<file path="config.mk">
export PLATFORM = sky130hd
export DESIGN_NAME = audio_frame_sched
export DESIGN_NICKNAME = d
export VERILOG_FILES = /design/src/rtl/audio_frame_sched.sv
export SDC_FILE = /design/constraint.sdc
export NUM_CORES = 1
export LEC_CHECK = 0
export CORE_MARGIN = 1
export CORE_UTILIZATION = 50
export DETAILED_ROUTE_END_ITERATION = 8
export GPL_ROUTABILITY_DRIVEN = 0
export PLACE_DENSITY = 0.84
export SYNTH_ARGS = -nofsm -noshare
export SYNTH_HDL_FRONTEND = slang
export SYNTH_SLANG_ARGS = --single-unit
export TNS_END_PERCENT = 10
</file>
<file path="constraint.sdc">
create_clock -name clk -period 5.41 [get_ports clk]
set_input_delay 1.082 -clock clk [delete_from_list [all_inputs] [get_ports clk]]
set_output_delay 1.082 -clock clk [all_outputs]
set_load 0.005 [all_outputs]
</file>
<file path="src/rtl/audio_frame_sched.sv">
// audio_frame_sched: divides clk down to the serdes bit clock, issues the
// once-per-frame dac_adc_valid trigger, buffers one stereo DAC sample from
// an upstream valid/ready source (counting underruns), and re-registers
// captured ADC samples for downstream consumers.
module audio_frame_sched #(
  parameter int CLK_DIV        = 8,
  parameter int BITS_PER_FRAME = 64
) (
  input  logic        clk,
  input  logic        reset_n,
  input  logic        enable,
  input  logic        src_valid,
  input  logic [15:0] src_data_L,
  input  logic [15:0] src_data_R,
  output logic        src_ready,
  output logic        shift_clk,
  output logic        dac_adc_valid,
  output logic [15:0] dac_data_L,
  output logic [15:0] dac_data_R,
  input  logic        adc_in_valid,
  input  logic [15:0] adc_in_L,
  input  logic [15:0] adc_in_R,
  output logic        adc_valid,
  output logic [15:0] adc_L,
  output logic [15:0] adc_R,
  output logic [15:0] underrun_cnt,
  output logic        running
);

  typedef enum logic [1:0] {
    ST_IDLE,
    ST_RUN,
    ST_STOP
  } state_e;

  localparam int            BW       = $clog2(BITS_PER_FRAME);
  localparam logic [7:0]    DIV_LAST = 8'(CLK_DIV - 1);
  localparam logic [BW-1:0] BIT_LAST = BW'(BITS_PER_FRAME - 1);
  localparam logic [BW-1:0] BIT_ONE  = BW'(1);

  state_e        state_q, state_d;
  logic [7:0]    div_q, div_d;
  logic          shift_q, shift_d;
  logic [BW-1:0] bit_q, bit_d;

  logic          hold_full_q, hold_full_d;
  logic [15:0]   hold_L_q, hold_L_d;
  logic [15:0]   hold_R_q, hold_R_d;
  logic [15:0]   dac_L_q, dac_R_q;
  logic [15:0]   dac_L_next, dac_R_next;
  logic          dac_valid_q;
  logic [15:0]   underrun_q, underrun_d;

  logic          adc_valid_q;
  logic [15:0]   adc_L_q, adc_L_d;
  logic [15:0]   adc_R_q, adc_R_d;

  logic          active;
  logic          tick;
  logic          fall_tick;
  logic          wrap;
  logic          trigger;
  logic          accept;

  // Divider terminal count: the bit clock toggles at the end of this cycle.
  assign active    = (state_q != ST_IDLE);
  assign tick      = active && (div_q == DIV_LAST);
  assign fall_tick = tick && shift_q;
  assign wrap      = fall_tick && (bit_q == BIT_LAST);

  // The trigger is decided on the rising toggle of the last bit of a frame,
  // so it leads the frame-start falling edge by CLK_DIV-1 clocks.
  assign trigger   = (state_q == ST_RUN) && tick && !shift_q && (bit_q == BIT_LAST);
  assign accept    = src_valid && !hold_full_q;

  // The new DAC word is visible during the trigger cycle itself and is then
  // held by the register, so it is stable before and during the pulse.
  assign dac_L_next = !trigger ? dac_L_q : (hold_full_q ? hold_L_q : 16'h0000);
  assign dac_R_next = !trigger ? dac_R_q : (hold_full_q ? hold_R_q : 16'h0000);

  // Run/stop sequencing; STOP lets the current frame finish before idling.
  always_comb begin
    // NOTE: default assigned first so every path writes state_d and no latch is inferred.
    state_d = state_q;
    case (state_q)
      ST_IDLE: if (enable) state_d = ST_RUN;
      ST_RUN:  if (!enable) state_d = ST_STOP;
      ST_STOP: begin
        if (enable)    state_d = ST_RUN;
        else if (wrap) state_d = ST_IDLE;
      end
      default: state_d = ST_IDLE;
    endcase
  end

  // Bit clock divider and bit counter; both parked at zero while idle.
  always_comb begin
    div_d   = div_q;
    shift_d = shift_q;
    bit_d   = bit_q;
    if (!active) begin
      div_d   = 8'd0;
      shift_d = 1'b0;
      bit_d   = '0;
    end else if (tick) begin
      div_d   = 8'd0;
      shift_d = !shift_q;
      if (fall_tick) bit_d = wrap ? '0 : bit_q + BIT_ONE;
    end else begin
      div_d = div_q + 8'd1;
    end
  end

  // One-deep hold register and saturating underrun counter.
  always_comb begin
    hold_full_d = hold_full_q;
    hold_L_d    = hold_L_q;
    hold_R_d    = hold_R_q;
    underrun_d  = underrun_q;
    if (trigger) begin
      if (hold_full_q)                 hold_full_d = 1'b0;
      else if (underrun_q != 16'hFFFF) underrun_d  = underrun_q + 16'd1;
    end
    // Only possible when empty, so a sample arriving in the trigger cycle
    // is never consumed by that frame.
    if (accept) begin
      hold_full_d = 1'b1;
      hold_L_d    = src_data_L;
      hold_R_d    = src_data_R;
    end
  end

  // ADC sample capture, independent of the frame state machine.
  always_comb begin
    adc_L_d = adc_L_q;
    adc_R_d = adc_R_q;
    if (adc_in_valid) begin
      adc_L_d = adc_in_L;
      adc_R_d = adc_in_R;
    end
  end

  // All state registers, synchronous active-low reset.
  always_ff @(posedge clk) begin
    if (!reset_n) begin
      state_q     <= ST_IDLE;
      div_q       <= 8'd0;
      shift_q     <= 1'b0;
      bit_q       <= '0;
      hold_full_q <= 1'b0;
      hold_L_q    <= 16'h0000;
      hold_R_q    <= 16'h0000;
      dac_L_q     <= 16'h0000;
      dac_R_q     <= 16'h0000;
      dac_valid_q <= 1'b0;
      underrun_q  <= 16'h0000;
      adc_valid_q <= 1'b0;
      adc_L_q     <= 16'h0000;
      adc_R_q     <= 16'h0000;
    end else begin
      // NOTE: non-blocking so every register samples the pre-edge values.
      state_q     <= state_d;
      div_q       <= div_d;
      shift_q     <= shift_d;
      bit_q       <= bit_d;
      hold_full_q <= hold_full_d;
      hold_L_q    <= hold_L_d;
      hold_R_q    <= hold_R_d;
      dac_L_q     <= dac_L_next;
      dac_R_q     <= dac_R_next;
      dac_valid_q <= trigger;
      underrun_q  <= underrun_d;
      adc_valid_q <= adc_in_valid;
      adc_L_q     <= adc_L_d;
      adc_R_q     <= adc_R_d;
    end
  end

  assign src_ready     = !hold_full_q;
  assign shift_clk     = shift_q;
  assign dac_adc_valid = dac_valid_q;
  assign dac_data_L    = dac_L_next;
  assign dac_data_R    = dac_R_next;
  assign adc_valid     = adc_valid_q;
  assign adc_L         = adc_L_q;
  assign adc_R         = adc_R_q;
  assign underrun_cnt  = underrun_q;
  assign running       = active;

endmodule
</file>
Word-level counts from Yosys, hierarchy flattened

Index checks and enable logic that the tools add are counted.

Bits in registers: 132
Input port bits: 69

Add/sub/neg operators: 3
Equality and inequality tests: 8
Multiplexer cells: 12
Bitwise logic cells: 3
Reduce and logical (&&, ||, !) cells: 17

Operators by type and width:

| operator                | count |
|---|---|
| $mux W16                | 4 |
| $add A16 B1 Y16 const B | 1 |
| $ne A16 B16 Y1 const B  | 1 |
| $add A8 B1 Y8 const B   | 1 |
| $eq A8 B3 Y1 const B    | 1 |
| $mux W2                 | 4 |
| $logic_and A1 B1 Y1     | 7 |
| $add A6 B1 Y6 const B   | 1 |
| $eq A6 B6 Y1 const B    | 1 |
| $mux W6                 | 1 |
| $pmux W2 S3             | 1 |
| $reduce_and A3 Y1       | 2 |
| $ne A2 B2 Y1 const B    | 2 |
| $reduce_and A2 Y1       | 2 |
| $reduce_bool A2 Y1      | 2 |
| $ne A3 B3 Y1 const B    | 1 |
| $not A1 Y1              | 3 |
| $reduce_or A3 Y1        | 1 |
| $eq A2 B1 Y1 const B    | 1 |
| $eq A2 B2 Y1 const B    | 1 |
| $logic_not A1 Y1        | 2 |
| $logic_not A2 Y1        | 1 |
| $mux W1                 | 2 |

Logic depth before layout (Yosys ltp)

Depth in word-level cells: 7
Gate-level depth with buffers: 8
Depth with buffers taken out: 6

Least setup slack after synthesis

No wires, ideal clock.

Path kind: register -> output
From: register div_q[0]
To: output dac_data_R[10]
Arrival time: 2.004 ns
Data required time: 4.328 ns
Path slack: 2.324 ns
Cell stages (with the launch flop): 9
Buffers on the path: 2
Cell sequence: dfxtp_1 -> ha_1 -> o211ai_1 -> or3_4 -> or4_4 -> buf_6 -> buf_2 -> nand2_1 -> nand2_1

Cells in the longest elaborated chain, start to end: 6

RTL lines:

| item                             | line | text |
|---|---|---|
| start, declared                  | 42   | `logic [7:0] div_q, div_d;` |
| start signal, assigned           | 163  | `div_q <= div_d;` |
| $eq A8 B3 Y1                     | 67   | `assign tick = active && (div_q == DIV_LAST);` |
| $logic_and A1 B1 Y1              | 67   |  |
| $logic_and A1 B1 Y1 (3 in a row) | 73   | `assign trigger = (state_q == ST_RUN) && tick && !shift_q && (bit_q == BIT_LAST);` |
| $mux W16                         | 79   | `assign dac_R_next = !trigger ? dac_R_q : (hold_full_q ? hold_R_q : 16'h0000);` |
| end, declared                    | 19   | `output logic [15:0] dac_data_R,` |

Every way passes these cells.

Worst setup path in the final report

From: register div_q[0]
To: output dac_data_R[6]

Same word-level chain as after synthesis.

==> run_results.csv <==
group,metric,value,unit
grt,grt_use_total,0.2517,
floorplanning,die_h,103.1,microns
grt,grt_first_pass_wirelength,20650,microns
sta,timing_max_transition_violations_final,0,
worst_setup_path,worst_setup_path_end_kind,"primary output",
worst_setup_path,worstPathRequired,4330,ps
grt,antenna_violations_before_repair,0,
sta,worst_slew_pin_slew,1248,ps
clocking,postCtsResizedCells,0,
layout,fin_nets,822,
grt,grt_start_max_net_pins,69,
worst_setup_path,setup.worst_path.class,"register to primary output",
layout,drive_gt1_frac,0.05898,
sta,setup_repair_after_global_routing_missed_its_margin,"false",
sta,tns,0,ps
min_path,hp-class,"register to register",
logic_synthesis,distinct_cell_type_count_after_synthesis,38,
routing,routed_wirelength,13140,microns
logic_synthesis,synth.top_cells.by_area,"sky130_fd_sc_hd__dfxtp_1 (52%), sky130_fd_sc_hd__nand2_1 (11%), sky130_fd_sc_hd__a21oi_1 (8.0%)",
layout,insertedDiodeCount,0,
logic_synthesis,mean_syn_cell_area,8.350,sq um
layout,final_cell_mix,"sky130_fd_sc_hd__clkdlybuf4s50_1 (152), sky130_fd_sc_hd__nand2_1 (144), sky130_fd_sc_hd__dfxtp_1 (132)",
grt,gr-total-overflow,0,
sta,slew_headroom,0.1644,
layout,postLayoutCoreUtil,0.7417,
placement,detailed_place_hpwl,8947,microns
logic_synthesis,synth.yosys.seq_area_share,0.5171,
clocking,cts.reportedPaths.clkPinSlew,60,ps
placement,placed_cells,864,
logic_synthesis,postSynthRegisterBits,132,
job,drv_cap,0,
routing,vias,4722,
logic_synthesis,synth_top_area_share,0.5171,
clocking,clock_latency,520,ps
logic_synthesis,dominantRegCellSynth,"sky130_fd_sc_hd__dfxtp_1",
routing,detail_route.drc_violations,0,
sta,setup_viol,0,
worst_setup_path,crit_path_top_delay_cell,"sky130_fd_sc_hd__or4_4",
worst_setup_path,cp_max_fo,36,
logic_synthesis,synth_top_cell_by_area,"sky130_fd_sc_hd__dfxtp_1",
logic_synthesis,count_of_flip_flops_with_a_built_in_enable_after_synthesis,0,
worst_setup_path,critPathLaunchType,"register",
floorplanning,placeableCoreArea,9819,sq um
logic_synthesis,synth.net_count,684,
sta,max_freq,234.9,MHz
routing,wire_per_inst,14.66,microns
floorplanning,floorplan.die.width,103.1,microns
worst_setup_path,critical-path-max-stage-delay,760,ps
clocking,cts.sink_count,132,
logic_synthesis,post_synth_instance_area,5110,sq um
routing,drt_iter0_markers,138,
sta,clock-skew-final,6.645,ps
clocking,clock_tree_from_tritoncts,"done",
routing,route.antenna.remaining_nets,0,
grt,grt_pass1_vias,4526,
floorplanning,design.portCount,154,
placement,place.port_buffers,153,
worst_setup_path,crit_family,"simple AND/OR/NAND/NOR gates",
floorplanning,die_area,10630,sq um
clocking,root_buffer_cell,"sky130_fd_sc_hd__clkbuf_8",
clocking,buffer_depth_of_the_longest_clock_path,2,
logic_synthesis,synth.yosys.warnings,0,
outcome,outcome,"finished clean",
power,power.ir.vdd_worst,0.2289,mV
routing,number_of_search_and_repair_iterations_in_the_first_detailed_routing_pass,4,
floorplanning,floorplan.initialDensity,0.5204,
power,static_leakage,2.852,nW
logic_synthesis,postSynthCellCount,612,
layout,area_growth_syn_to_layout,42.53,%
worst_setup_path,cp_num_buf_inv,1,
layout,layout.cells.non_filler,896,
routing,drt-vias-per-instance,5.270,
clocking,cts-htree-levels,4,
floorplanning,core.rowCount,36,
logic_synthesis,async_flop_share,0,
clocking,cts_inserted_buffers,17,
sta,fin_crit,4256,ps
clocking,cts_hold_buf,0,
sta,post-route-period-util,0.7867,
layout,layout_commonest_cell,"sky130_fd_sc_hd__clkdlybuf4s50_1",
power,power_density,321.5,nW/um^2
sta,timing_hold_violations_final,0,
worst_setup_path,critical_path_arrival,3170,ps
worst_setup_path,path_cells,"ha_1, o211ai_1, or3_4, or4_4, nand2_1, nand2_1, clkdlybuf4s50_1",
clocking,buffer_count_from_post_cts_setup_fixing,0,
worst_setup_path,cpMostUsedCell,"sky130_fd_sc_hd__nand2_1",
-- report_power, final --
| part | total (W) | switching (W) | internal [W] |
|---|---|---|---|
| registers | 0.00102 | 0.0000181 | 0.00100 |
| logic | 0.000172 | 0.0000762 | 0.0000962 |
| clock network | 0.00115 | 0.000440 | 0.000708 |
| total | 0.00234 | 0.000535 | 0.00181 |
-- per-stage QoR --
step	hold slack (ps)	area [sq um]	power (W)	setup slack, ps
floorplan	413.0	5110	0.001113	2324
global route	474.6	7283	0.002422	1013
CTS	446.4	7283	0.002356	1138
detailed placement	437.8	6688	0.001215	1691
global placement	422.1	6688	0.001208	1759
finish	439.5	7283	0.002342	1154
-- worst paths after layout --
path	start	endpoint	slack, ps	cells after the start
max	div_q[0]$_SDFF_PP0_	dac_data_R[6]	1150	7
max reg2reg	underrun_cnt[0]$_SDFFE_PN0P_	underrun_cnt[10]$_SDFFE_PN0P_	2650	6
min	div_q[0]$_SDFF_PP0_	div_q[0]$_SDFF_PP0_	440	1
min reg2reg	div_q[0]$_SDFF_PP0_	div_q[0]$_SDFF_PP0_	440	1
-- per-layer routing --
| layer | vias up | track usage | part of all wire |
|---|---|---|---|
| met5 | - | 0 | 0 |
| met4 | 0 | 0.07801 | 0.013 |
| met3 | 15 | 0.07322 | 0.059 |
| met2 | 126 | 0.4467 | 0.51 |
| met1 | 2219 | 0.2923 | 0.42 |
| li1 | 2362 | - | - |
-- synth_stat cells, drive strengths merged, types with 3 or more instances --
| master | count |
|---|---|
| or2 | 3 |
| xnor2 | 4 |
| clkbuf | 25 |
| xor2 | 5 |
| inv | 5 |
| or3 | 11 |
| nand3 | 45 |
| o21a | 3 |
| nand4 | 4 |
| mux2i | 34 |
| dfxtp | 132 |
| nand2 | 144 |
| nor3 | 6 |
| nor2 | 50 |
| buf | 13 |
| ha | 3 |
| o21ai | 11 |
| o211ai | 3 |
| a21oi | 83 |
| and4 | 3 |
| and2 | 4 |
| and3 | 3 |
| or4 | 5 |
-- state kept, by name, summed over array words and instances (netlist names) --
name,count
hold_L_q,16
hold_R_q,16
adc_R,16
state_q,2
underrun_cnt,16
bit_q,6
div_q,8
shift_clk,1
adc_valid,1
adc_L,16
dac_adc_valid,1
dac_R_q,16
dac_L_q,16
hold_full_q,1
-- area by class of cell --
class	count	area [sq um]
Clock inverter	14	177.7
Timing Repair Buffer	157	1556
Multi-Input combinational cell	437	2302
Sequential cell	132	2643
Inverter	5	20.02
Fill cell	763	2536
Clock buffer	18	417.9
Tap cell	133	166.4
-- kinds of logic after synthesis --
group | after synthesis | share of synthesized area
and+or+nand+nor | 285 | 0.2483
DFF | 132 | 0.5171
AOI/OAI and AO/OA | 106 | 0.1107
buffers and inverters | 43 | 0.03453
muxes | 34 | 0.06660
xor gates and xnor gates | 9 | 0.01542
adders and majority gates | 3 | 0.007347
(Power assumes the default switching activity.)
